==> config.mk <==
export PLATFORM = sky130hd
export DESIGN_NAME = vx_writeback_arbiter_flat
export DESIGN_NICKNAME = d
export VERILOG_FILES = /design/src/rtl/vx_wb_pkg.sv /design/src/rtl/vx_writeback_arbiter_if.sv /design/src/rtl/vx_rr_lock_arbiter.sv /design/src/rtl/vx_writeback_arbiter.sv /design/src/flat_wrapper.sv
export SDC_FILE = /design/constraint.sdc
export NUM_CORES = 1
export LEC_CHECK = 0
export BUFFER_PORTS_ARGS = -buffer_cell sky130_fd_sc_hd__buf_2
export CORE_AREA = 2 2 444 446
export DETAILED_ROUTE_END_ITERATION = 7
export DIE_AREA = 0 0 446 448
export PLACE_DENSITY = 0.3
export RECOVER_POWER = 50
export REMOVE_ABC_BUFFERS = 1
export SLEW_MARGIN = 20
export SYNTH_ARGS = -nofsm -noshare
export SYNTH_HDL_FRONTEND = slang
export SYNTH_SLANG_ARGS = --single-unit
==> constraint.sdc <==
create_clock -name clk -period 7.45 [get_ports clk]
set_clock_uncertainty 0.15 [all_clocks]
set_input_delay 1.49 -clock clk [delete_from_list [all_inputs] [get_ports clk]]
set_output_delay 1.49 -clock clk [all_outputs]
set_load 0.1 [all_outputs]
==> src/rtl/vx_wb_pkg.sv <==
// Shared writeback types and constants: source indices, commit beat layout, thread popcount.
// Imported by the arbiter, its handshake interface and the bench.
package vx_wb_pkg;
   localparam int NUM_REQS    = 5;
   localparam int NUM_THREADS = 4;
   localparam int NW_BITS     = 2;
   localparam int XLEN        = 32;
   localparam int RD_BITS     = 5;
   localparam int PERF_W      = 44;
   localparam int REQ_IDX_W   = $clog2(NUM_REQS);

   localparam logic [REQ_IDX_W-1:0] WB_ALU = REQ_IDX_W'(0);
   localparam logic [REQ_IDX_W-1:0] WB_LSU = REQ_IDX_W'(1);
   localparam logic [REQ_IDX_W-1:0] WB_CSR = REQ_IDX_W'(2);
   localparam logic [REQ_IDX_W-1:0] WB_FPU = REQ_IDX_W'(3);
   localparam logic [REQ_IDX_W-1:0] WB_GPU = REQ_IDX_W'(4);

   typedef struct packed {
      logic [NW_BITS-1:0]          wid;
      logic [XLEN-1:0]             pc;
      logic [NUM_THREADS-1:0]      tmask;
      logic [RD_BITS-1:0]          rd;
      logic [NUM_THREADS*XLEN-1:0] data;
      logic                        eop;
   } wb_beat_t;

   function automatic logic [PERF_W-1:0] popcount_tmask(input logic [NUM_THREADS-1:0] m);
      logic [PERF_W-1:0] c;
      c = '0;
      for (int i = 0; i < NUM_THREADS; i++) begin
         c = c + PERF_W'(m[i]);
      end
      return c;
   endfunction
endpackage

==> src/rtl/vx_writeback_arbiter_if.sv <==
// Commit-side handshake and writeback-side bus of the writeback arbiter.
// master = execute units / consumer view, slave = arbiter view.
interface vx_writeback_arbiter_if;
   import vx_wb_pkg::*;

   logic [NUM_REQS-1:0]                  cmt_valid;
   logic [NUM_REQS-1:0]                  cmt_ready;
   logic [NUM_REQS*NW_BITS-1:0]          cmt_wid;
   logic [NUM_REQS*XLEN-1:0]             cmt_pc;
   logic [NUM_REQS*NUM_THREADS-1:0]      cmt_tmask;
   logic [NUM_REQS-1:0]                  cmt_wb;
   logic [NUM_REQS*RD_BITS-1:0]          cmt_rd;
   logic [NUM_REQS*NUM_THREADS*XLEN-1:0] cmt_data;
   logic [NUM_REQS-1:0]                  cmt_eop;

   logic                                 wb_valid;
   logic [NW_BITS-1:0]                   wb_wid;
   logic [XLEN-1:0]                      wb_pc;
   logic [NUM_THREADS-1:0]               wb_tmask;
   logic [RD_BITS-1:0]                   wb_rd;
   logic [NUM_THREADS*XLEN-1:0]          wb_data;
   logic                                 wb_eop;
   logic [PERF_W-1:0]                    perf_wb_beats;
   logic [PERF_W-1:0]                    perf_wb_threads;

   modport master (
      output cmt_valid, cmt_wid, cmt_pc, cmt_tmask, cmt_wb, cmt_rd, cmt_data, cmt_eop,
      input  cmt_ready,
      input  wb_valid, wb_wid, wb_pc, wb_tmask, wb_rd, wb_data, wb_eop,
      input  perf_wb_beats, perf_wb_threads
   );

   modport slave (
      input  cmt_valid, cmt_wid, cmt_pc, cmt_tmask, cmt_wb, cmt_rd, cmt_data, cmt_eop,
      output cmt_ready,
      output wb_valid, wb_wid, wb_pc, wb_tmask, wb_rd, wb_data, wb_eop,
      output perf_wb_beats, perf_wb_threads
   );
endinterface

==> src/rtl/vx_rr_lock_arbiter.sv <==
// Combinational round-robin arbiter with packet lock: one-hot grant from req, lock state and rr pointer.
// Zero latency; while locked only lock_idx can win, so an idle lock owner yields no grant.
module vx_rr_lock_arbiter #(
   parameter int N     = 5,
   parameter int IDX_W = 3
) (
   input  logic [N-1:0]     req,
   input  logic             lock,
   input  logic [IDX_W-1:0] lock_idx,
   input  logic [IDX_W-1:0] rr_ptr,
   output logic [N-1:0]     grant,
   output logic [IDX_W-1:0] grant_idx,
   output logic             grant_vld
);
   always_comb begin
      int idx;
      idx       = 0;
      grant     = '0;
      grant_idx = '0;
      grant_vld = 1'b0;
      if (lock) begin
         if (req[lock_idx]) begin
            grant[lock_idx] = 1'b1;
            grant_idx       = lock_idx;
            grant_vld       = 1'b1;
         end
      end else begin
         // Scan in wrap order starting at the pointer; first requester wins.
         for (int i = 0; i < N; i++) begin
            idx = (int'(rr_ptr) + i) % N;
            if (!grant_vld && req[idx]) begin
               grant[idx] = 1'b1;
               grant_idx  = IDX_W'(idx);
               grant_vld  = 1'b1;
            end
         end
      end
   end
endmodule

==> src/rtl/vx_writeback_arbiter.sv <==
// Merges commit beats from ALU/LSU/CSR/FPU/GPU onto one registered GPR writeback port, 1 beat/cycle.
// Latency 1 cycle; commit sources are backpressured via combinational cmt_ready, writeback has none.
module vx_writeback_arbiter
   import vx_wb_pkg::*;
(
   input  logic                 clk,
   input  logic                 reset,
   vx_writeback_arbiter_if.slave bus
);
   logic [NUM_REQS-1:0]  req;
   logic [NUM_REQS-1:0]  grant;
   logic [REQ_IDX_W-1:0] grant_idx;
   logic                 grant_vld;
   logic [REQ_IDX_W-1:0] rr_ptr;
   logic                 lock;
   logic [REQ_IDX_W-1:0] lock_idx;
   wb_beat_t             beat;
   wb_beat_t             wb_q;
   logic                 wb_vld_q;
   logic [PERF_W-1:0]    perf_beats_q;
   logic [PERF_W-1:0]    perf_threads_q;

   assign req = reset ? '0 : (bus.cmt_valid & bus.cmt_wb);

   // Commits without a writeback are acknowledged directly, outside arbitration.
   assign bus.cmt_ready = reset ? '0 : ((bus.cmt_valid & ~bus.cmt_wb) | grant);

   vx_rr_lock_arbiter #(
      .N     (NUM_REQS),
      .IDX_W (REQ_IDX_W)
   ) u_arb (
      .req       (req),
      .lock      (lock),
      .lock_idx  (lock_idx),
      .rr_ptr    (rr_ptr),
      .grant     (grant),
      .grant_idx (grant_idx),
      .grant_vld (grant_vld)
   );

   always_comb begin
      beat.wid   = bus.cmt_wid[grant_idx*NW_BITS +: NW_BITS];
      beat.pc    = bus.cmt_pc[grant_idx*XLEN +: XLEN];
      beat.tmask = bus.cmt_tmask[grant_idx*NUM_THREADS +: NUM_THREADS];
      beat.rd    = bus.cmt_rd[grant_idx*RD_BITS +: RD_BITS];
      beat.data  = bus.cmt_data[grant_idx*NUM_THREADS*XLEN +: NUM_THREADS*XLEN];
      beat.eop   = bus.cmt_eop[grant_idx];
   end

   always_ff @(posedge clk) begin
      if (reset) begin
         wb_vld_q       <= 1'b0;
         wb_q           <= '0;
         rr_ptr         <= WB_ALU;
         lock           <= 1'b0;
         lock_idx       <= '0;
         perf_beats_q   <= '0;
         perf_threads_q <= '0;
      end else begin
         wb_vld_q <= grant_vld;
         if (grant_vld) begin
            wb_q <= beat;
            // The pointer only moves once a whole packet has gone through.
            if (beat.eop) begin
               lock   <= 1'b0;
               rr_ptr <= (grant_idx == WB_GPU) ? WB_ALU : grant_idx + REQ_IDX_W'(1);
            end else begin
               lock     <= 1'b1;
               lock_idx <= grant_idx;
            end
         end
         if (wb_vld_q) begin
            perf_beats_q   <= perf_beats_q + PERF_W'(1);
            perf_threads_q <= perf_threads_q + popcount_tmask(wb_q.tmask);
         end
      end
   end

   assign bus.wb_valid        = wb_vld_q;
   assign bus.wb_wid          = wb_q.wid;
   assign bus.wb_pc           = wb_q.pc;
   assign bus.wb_tmask        = wb_q.tmask;
   assign bus.wb_rd           = wb_q.rd;
   assign bus.wb_data         = wb_q.data;
   assign bus.wb_eop          = wb_q.eop;
   assign bus.perf_wb_beats   = perf_beats_q;
   assign bus.perf_wb_threads = perf_threads_q;

   // While locked, the previous beat in wb_q belongs to the same packet.
   a_lock_stable: assert property (@(posedge clk) disable iff (reset)
      (lock && grant_vld) |-> (beat.wid == wb_q.wid && beat.rd == wb_q.rd));
endmodule

==> src/flat_wrapper.sv <==
// flat-port wrapper written by rule: the top's interface ports become plain ports
module vx_writeback_arbiter_flat import vx_wb_pkg::*;
  (clk, reset, bus_cmt_valid, bus_cmt_wid, bus_cmt_pc, bus_cmt_tmask, bus_cmt_wb, bus_cmt_rd, bus_cmt_data, bus_cmt_eop, bus_cmt_ready, bus_wb_valid, bus_wb_wid, bus_wb_pc, bus_wb_tmask, bus_wb_rd, bus_wb_data, bus_wb_eop, bus_perf_wb_beats, bus_perf_wb_threads);
  vx_writeback_arbiter_if bus_i ();
  input  logic clk;
  input  logic reset;
  input wire logic [$bits(bus_i.cmt_valid)-1:0] bus_cmt_valid;
  input wire logic [$bits(bus_i.cmt_wid)-1:0] bus_cmt_wid;
  input wire logic [$bits(bus_i.cmt_pc)-1:0] bus_cmt_pc;
  input wire logic [$bits(bus_i.cmt_tmask)-1:0] bus_cmt_tmask;
  input wire logic [$bits(bus_i.cmt_wb)-1:0] bus_cmt_wb;
  input wire logic [$bits(bus_i.cmt_rd)-1:0] bus_cmt_rd;
  input wire logic [$bits(bus_i.cmt_data)-1:0] bus_cmt_data;
  input wire logic [$bits(bus_i.cmt_eop)-1:0] bus_cmt_eop;
  output wire logic [$bits(bus_i.cmt_ready)-1:0] bus_cmt_ready;
  output wire logic [$bits(bus_i.wb_valid)-1:0] bus_wb_valid;
  output wire logic [$bits(bus_i.wb_wid)-1:0] bus_wb_wid;
  output wire logic [$bits(bus_i.wb_pc)-1:0] bus_wb_pc;
  output wire logic [$bits(bus_i.wb_tmask)-1:0] bus_wb_tmask;
  output wire logic [$bits(bus_i.wb_rd)-1:0] bus_wb_rd;
  output wire logic [$bits(bus_i.wb_data)-1:0] bus_wb_data;
  output wire logic [$bits(bus_i.wb_eop)-1:0] bus_wb_eop;
  output wire logic [$bits(bus_i.perf_wb_beats)-1:0] bus_perf_wb_beats;
  output wire logic [$bits(bus_i.perf_wb_threads)-1:0] bus_perf_wb_threads;
  assign bus_i.cmt_valid = bus_cmt_valid;
  assign bus_i.cmt_wid = bus_cmt_wid;
  assign bus_i.cmt_pc = bus_cmt_pc;
  assign bus_i.cmt_tmask = bus_cmt_tmask;
  assign bus_i.cmt_wb = bus_cmt_wb;
  assign bus_i.cmt_rd = bus_cmt_rd;
  assign bus_i.cmt_data = bus_cmt_data;
  assign bus_i.cmt_eop = bus_cmt_eop;
  assign bus_cmt_ready = bus_i.cmt_ready;
  assign bus_wb_valid = bus_i.wb_valid;
  assign bus_wb_wid = bus_i.wb_wid;
  assign bus_wb_pc = bus_i.wb_pc;
  assign bus_wb_tmask = bus_i.wb_tmask;
  assign bus_wb_rd = bus_i.wb_rd;
  assign bus_wb_data = bus_i.wb_data;
  assign bus_wb_eop = bus_i.wb_eop;
  assign bus_perf_wb_beats = bus_i.perf_wb_beats;
  assign bus_perf_wb_threads = bus_i.perf_wb_threads;
  vx_writeback_arbiter u_core (.clk(clk), .reset(reset), .bus(bus_i));
endmodule
==> impl_metrics.env <==
export IMPL_outcome="complete, but fails checks"
export IMPL_violations="capacitance limit, slew limit"
export IMPL_drt_wirelength_per_cell_um=24.7
export IMPL_fmax_mhz=142
export IMPL_worstHoldPathType="reg -> reg"
export IMPL_grt_pass1_vias=22000
export IMPL_worstPathMaxFanout=37
export IMPL_cts_max_level=2
export IMPL_synthFlopType="dfxtp_1"
export IMPL_fin_crit_ps=7060
export IMPL_tightestPinTransition_ps=3780
export IMPL_reg2reg_from="u_core.rr_ptr[1]$_SDFFE_PP0P_"
export IMPL_synth_edf_count=0
export IMPL_final_cell_mix="buf_2 (883), nand2_1 (415), dfxtp_1 (267)"
export IMPL_synth_seq_area_share_pct=29.2
export IMPL_setup_violations=0
export IMPL_cts_hold_buf=0
export IMPL_detail_route_first_pass_iterations=5
export IMPL_cts_buffer_depth=3
export IMPL_tritoncts_num_buffers=42
export IMPL_crit_arrival_ps=5420
export IMPL_min_from="u_core.bus.perf_wb_beats[34]$_SDFFE_PP0P_"
export IMPL_min_period_over_period_pct=94.8
export IMPL_antenna_found_initial=42
export IMPL_viasPerCell=3.78
export IMPL_yosys_warnings=0
export IMPL_overflow=0
export IMPL_start_kind="register"
export IMPL_core_um2=195000
export IMPL_dp_hpwl_um=121000
export IMPL_grt_max_degree=97
export IMPL_rows=162
export IMPL_drive_gt1_share_pct=34.7
export IMPL_syn_to_final_growth_pct=54.2
export IMPL_postRouteAntennaNets=0
export IMPL_whs_path_depth=2
export IMPL_grtUsageTotal_pct=13.7
export IMPL_nNetsFinal=4214
export IMPL_fin_area_um2=28300
export IMPL_cts_setup_buffers=0
export IMPL_syn_instance_count=2241
export IMPL_numPortBuffers=1137
export IMPL_grt_pass1_wl_um=190000
export IMPL_dieArea_um2=200000
export IMPL_hold_viol=0
export IMPL_slew_headroom_pct=-152
export IMPL_rsz0062_at_grt="no"
export IMPL_rr_worst_depth=25
export IMPL_maxCapViolations=35
export IMPL_ios=1138
export IMPL_chipWidth_um=446
export IMPL_drt_iter0_markers=1454
export IMPL_async_reset_ff_share_pct=0
export IMPL_clock_root_buffer="clkbuf_16"
export IMPL_endpoint_kind="output pin"
export IMPL_drv_slew=92
export IMPL_mostFrequentLayoutCell="buf_2"
export IMPL_syn_area_um2=18400
export IMPL_vias=22300
export IMPL_fp_dieH_um=448
export IMPL_worstSetupPathType="reg -> out"
export IMPL_syn_area_per_cell_um2=8.19
export IMPL_ys_ff_latch=268
export IMPL_r2r_setup_slack_ps=1290
export IMPL_seq_area_um2=5370
export IMPL_synth_cell_types=91
export IMPL_required_ps=5810
export IMPL_route_detailed_drc=0
export IMPL_clk_pin_slew_worst_paths_ps=60
export IMPL_start_util_pct=9.44
export IMPL_r2r_end="u_core.bus.wb_data[55]$_SDFFE_PP0N_"
export IMPL_cts_tree="built"
export IMPL_place_area_um2=27200
export IMPL_insertion_delay_ps=630
export IMPL_cts_sinks=268
export IMPL_routed_wl_um=146000
export IMPL_n_fill_cell=22500
export IMPL_multi_input_area_um2=12000
export IMPL_place_gp_congestion=0.871
export IMPL_whs_endpoint="u_core.bus.perf_wb_beats[34]$_SDFFE_PP0P_"
-- worst max path at each step --
stage / startpoint / end / slack, ps / cells after the start
after floorplan: u_core.rr_ptr[0]$_SDFFE_PP0P_ / u_core.bus.wb_data[100]$_SDFFE_PP0N_ / -11190 / 22
after global placement: u_core.rr_ptr[2]$_SDFFE_PP0P_ / bus_cmt_ready[2] / 740 / 18
after detailed placement: reset / bus_cmt_ready[1] / 670 / 14
after CTS: u_core.rr_ptr[2]$_SDFFE_PP0P_ / bus_cmt_ready[1] / 80 / 17
after global routing: u_core.rr_ptr[1]$_SDFFE_PP0P_ / bus_cmt_ready[2] / 20 / 23
final: u_core.rr_ptr[0]$_SDFFE_PP0P_ / bus_cmt_ready[1] / 390 / 18
-- registers in the layout, indices dropped and copies added, names as in the netlist --
| signal | count |
|---|---|
| u_core.bus.wb_pc | 32 |
| u_core.bus.wb_valid | 1 |
| u_core.bus.wb_eop | 1 |
| u_core.bus.wb_rd | 5 |
| u_core.bus.perf_wb_beats | 44 |
| u_core.lock_idx | 3 |
| u_core.bus.wb_wid | 2 |
| u_core.lock | 1 |
| u_core.bus.wb_data | 128 |
| u_core.bus.wb_tmask | 4 |
| u_core.rr_ptr | 3 |
| u_core.bus.perf_wb_threads | 44 |
-- critical path, stage by stage (launching register included) --
cell,delay (ps)
dfxtp_1,320
buf_4,410
ha_1,320
xnor2_2,190
nand2_1,140
ha_1,330
nand2b_1,190
a22o_1,270
o2111ai_1,260
a32oi_1,310
a211o_1,380
nand2b_1,180
a211oi_1,300
buf_4,180
nand4_1,120
o221ai_1,250
o21ai_0,140
a31oi_1,260
buf_12,220
-- layer usage --
| metal | routed length (um) | share of wire [%] | track usage, % | vias up |
|---|---|---|---|---|
| met5 | 102 | 0.070 | 0 | - |
| met4 | 4860 | 3.3 | 4.28 | 14 |
| met3 | 13800 | 9.5 | 5.18 | 154 |
| met2 | 70800 | 49 | 23.6 | 744 |
| met1 | 56000 | 38 | 15.5 | 10800 |
| li1 | - | - | - | 10500 |
-- Yosys cell counts (all sizes together), types with 9 or more instances --
cell / count / area [um^2]
a211oi: 10 / 80.1
a21o: 11 / 82.6
a21oi: 43 / 219
a31oi: 14 / 87.6
a32o: 171 / 1710
and3: 21 / 131
buf: 81 / 490
clkbuf: 106 / 398
dfxtp: 268 / 5370
ha: 35 / 438
inv: 39 / 146
mux2i: 189 / 1890
nand2: 417 / 1570
nand2b: 21 / 131
nand3: 42 / 210
nand4: 17 / 106
nor2: 109 / 409
nor2b: 9 / 56.3
nor3: 187 / 1450
o21ai: 42 / 210
o22ai: 171 / 1070
or3: 26 / 163
xnor2: 27 / 236
xor2: 52 / 463
-- metrics by stage --
step	utilization (%)	cells	setup slack [ps]	setup TNS, ps	hold slack, ps
detailed placement	14.0	5803	673	0	341
finish	14.5	5893	389	0	350
CTS	14.7	5878	77.0	0	350
floorplan	-	2054	-11190	-1941670	328
global placement	14.0	5803	737	0	330
global route	14.5	5886	19.0	0	381
-- final cells by class --
class,instances,share of cell area [%]
clock inverters,12,0.650
multi-input cells,1746,42.4
flip-flops and latches,268,19.0
inverters,40,0.614
clock buffers,63,4.24
diodes,15,0.133
well taps,2542,11.2
repair buffers,1207,21.8
-- timing repair --
| action | 4_1_cts | 5_1_grt |
|---|---|---|
| endpoints found under the setup margin | 0 | 5 |
| endpoints found under the hold margin | 0 | 0 |
| gates resized for setup | 0 | 7 |
-- kinds of logic (layout without fill, tap and decap cells) --
| kind of cell | Yosys count | count (layout) | synth area share, % |
|---|---|---|---|
| AO/OA/AOI/OAI | 533 | 533 | 22.6 |
| buffers and inverters | 227 | 1322 | 5.66 |
| multiplexers | 198 | 198 | 10.9 |
| adder cells (fa/ha/maj) | 38 | 38 | 2.66 |
| other | 0 | 15 | 0 |
| XOR/XNOR | 79 | 79 | 3.81 |
| flip-flops | 268 | 268 | 29.2 |
| AND/OR/NAND/NOR | 898 | 898 | 25.2 |
Power is left out: the tool's default activity adds up to more than one toggle a clock period on the data nets, which glitch-free logic cannot reach.
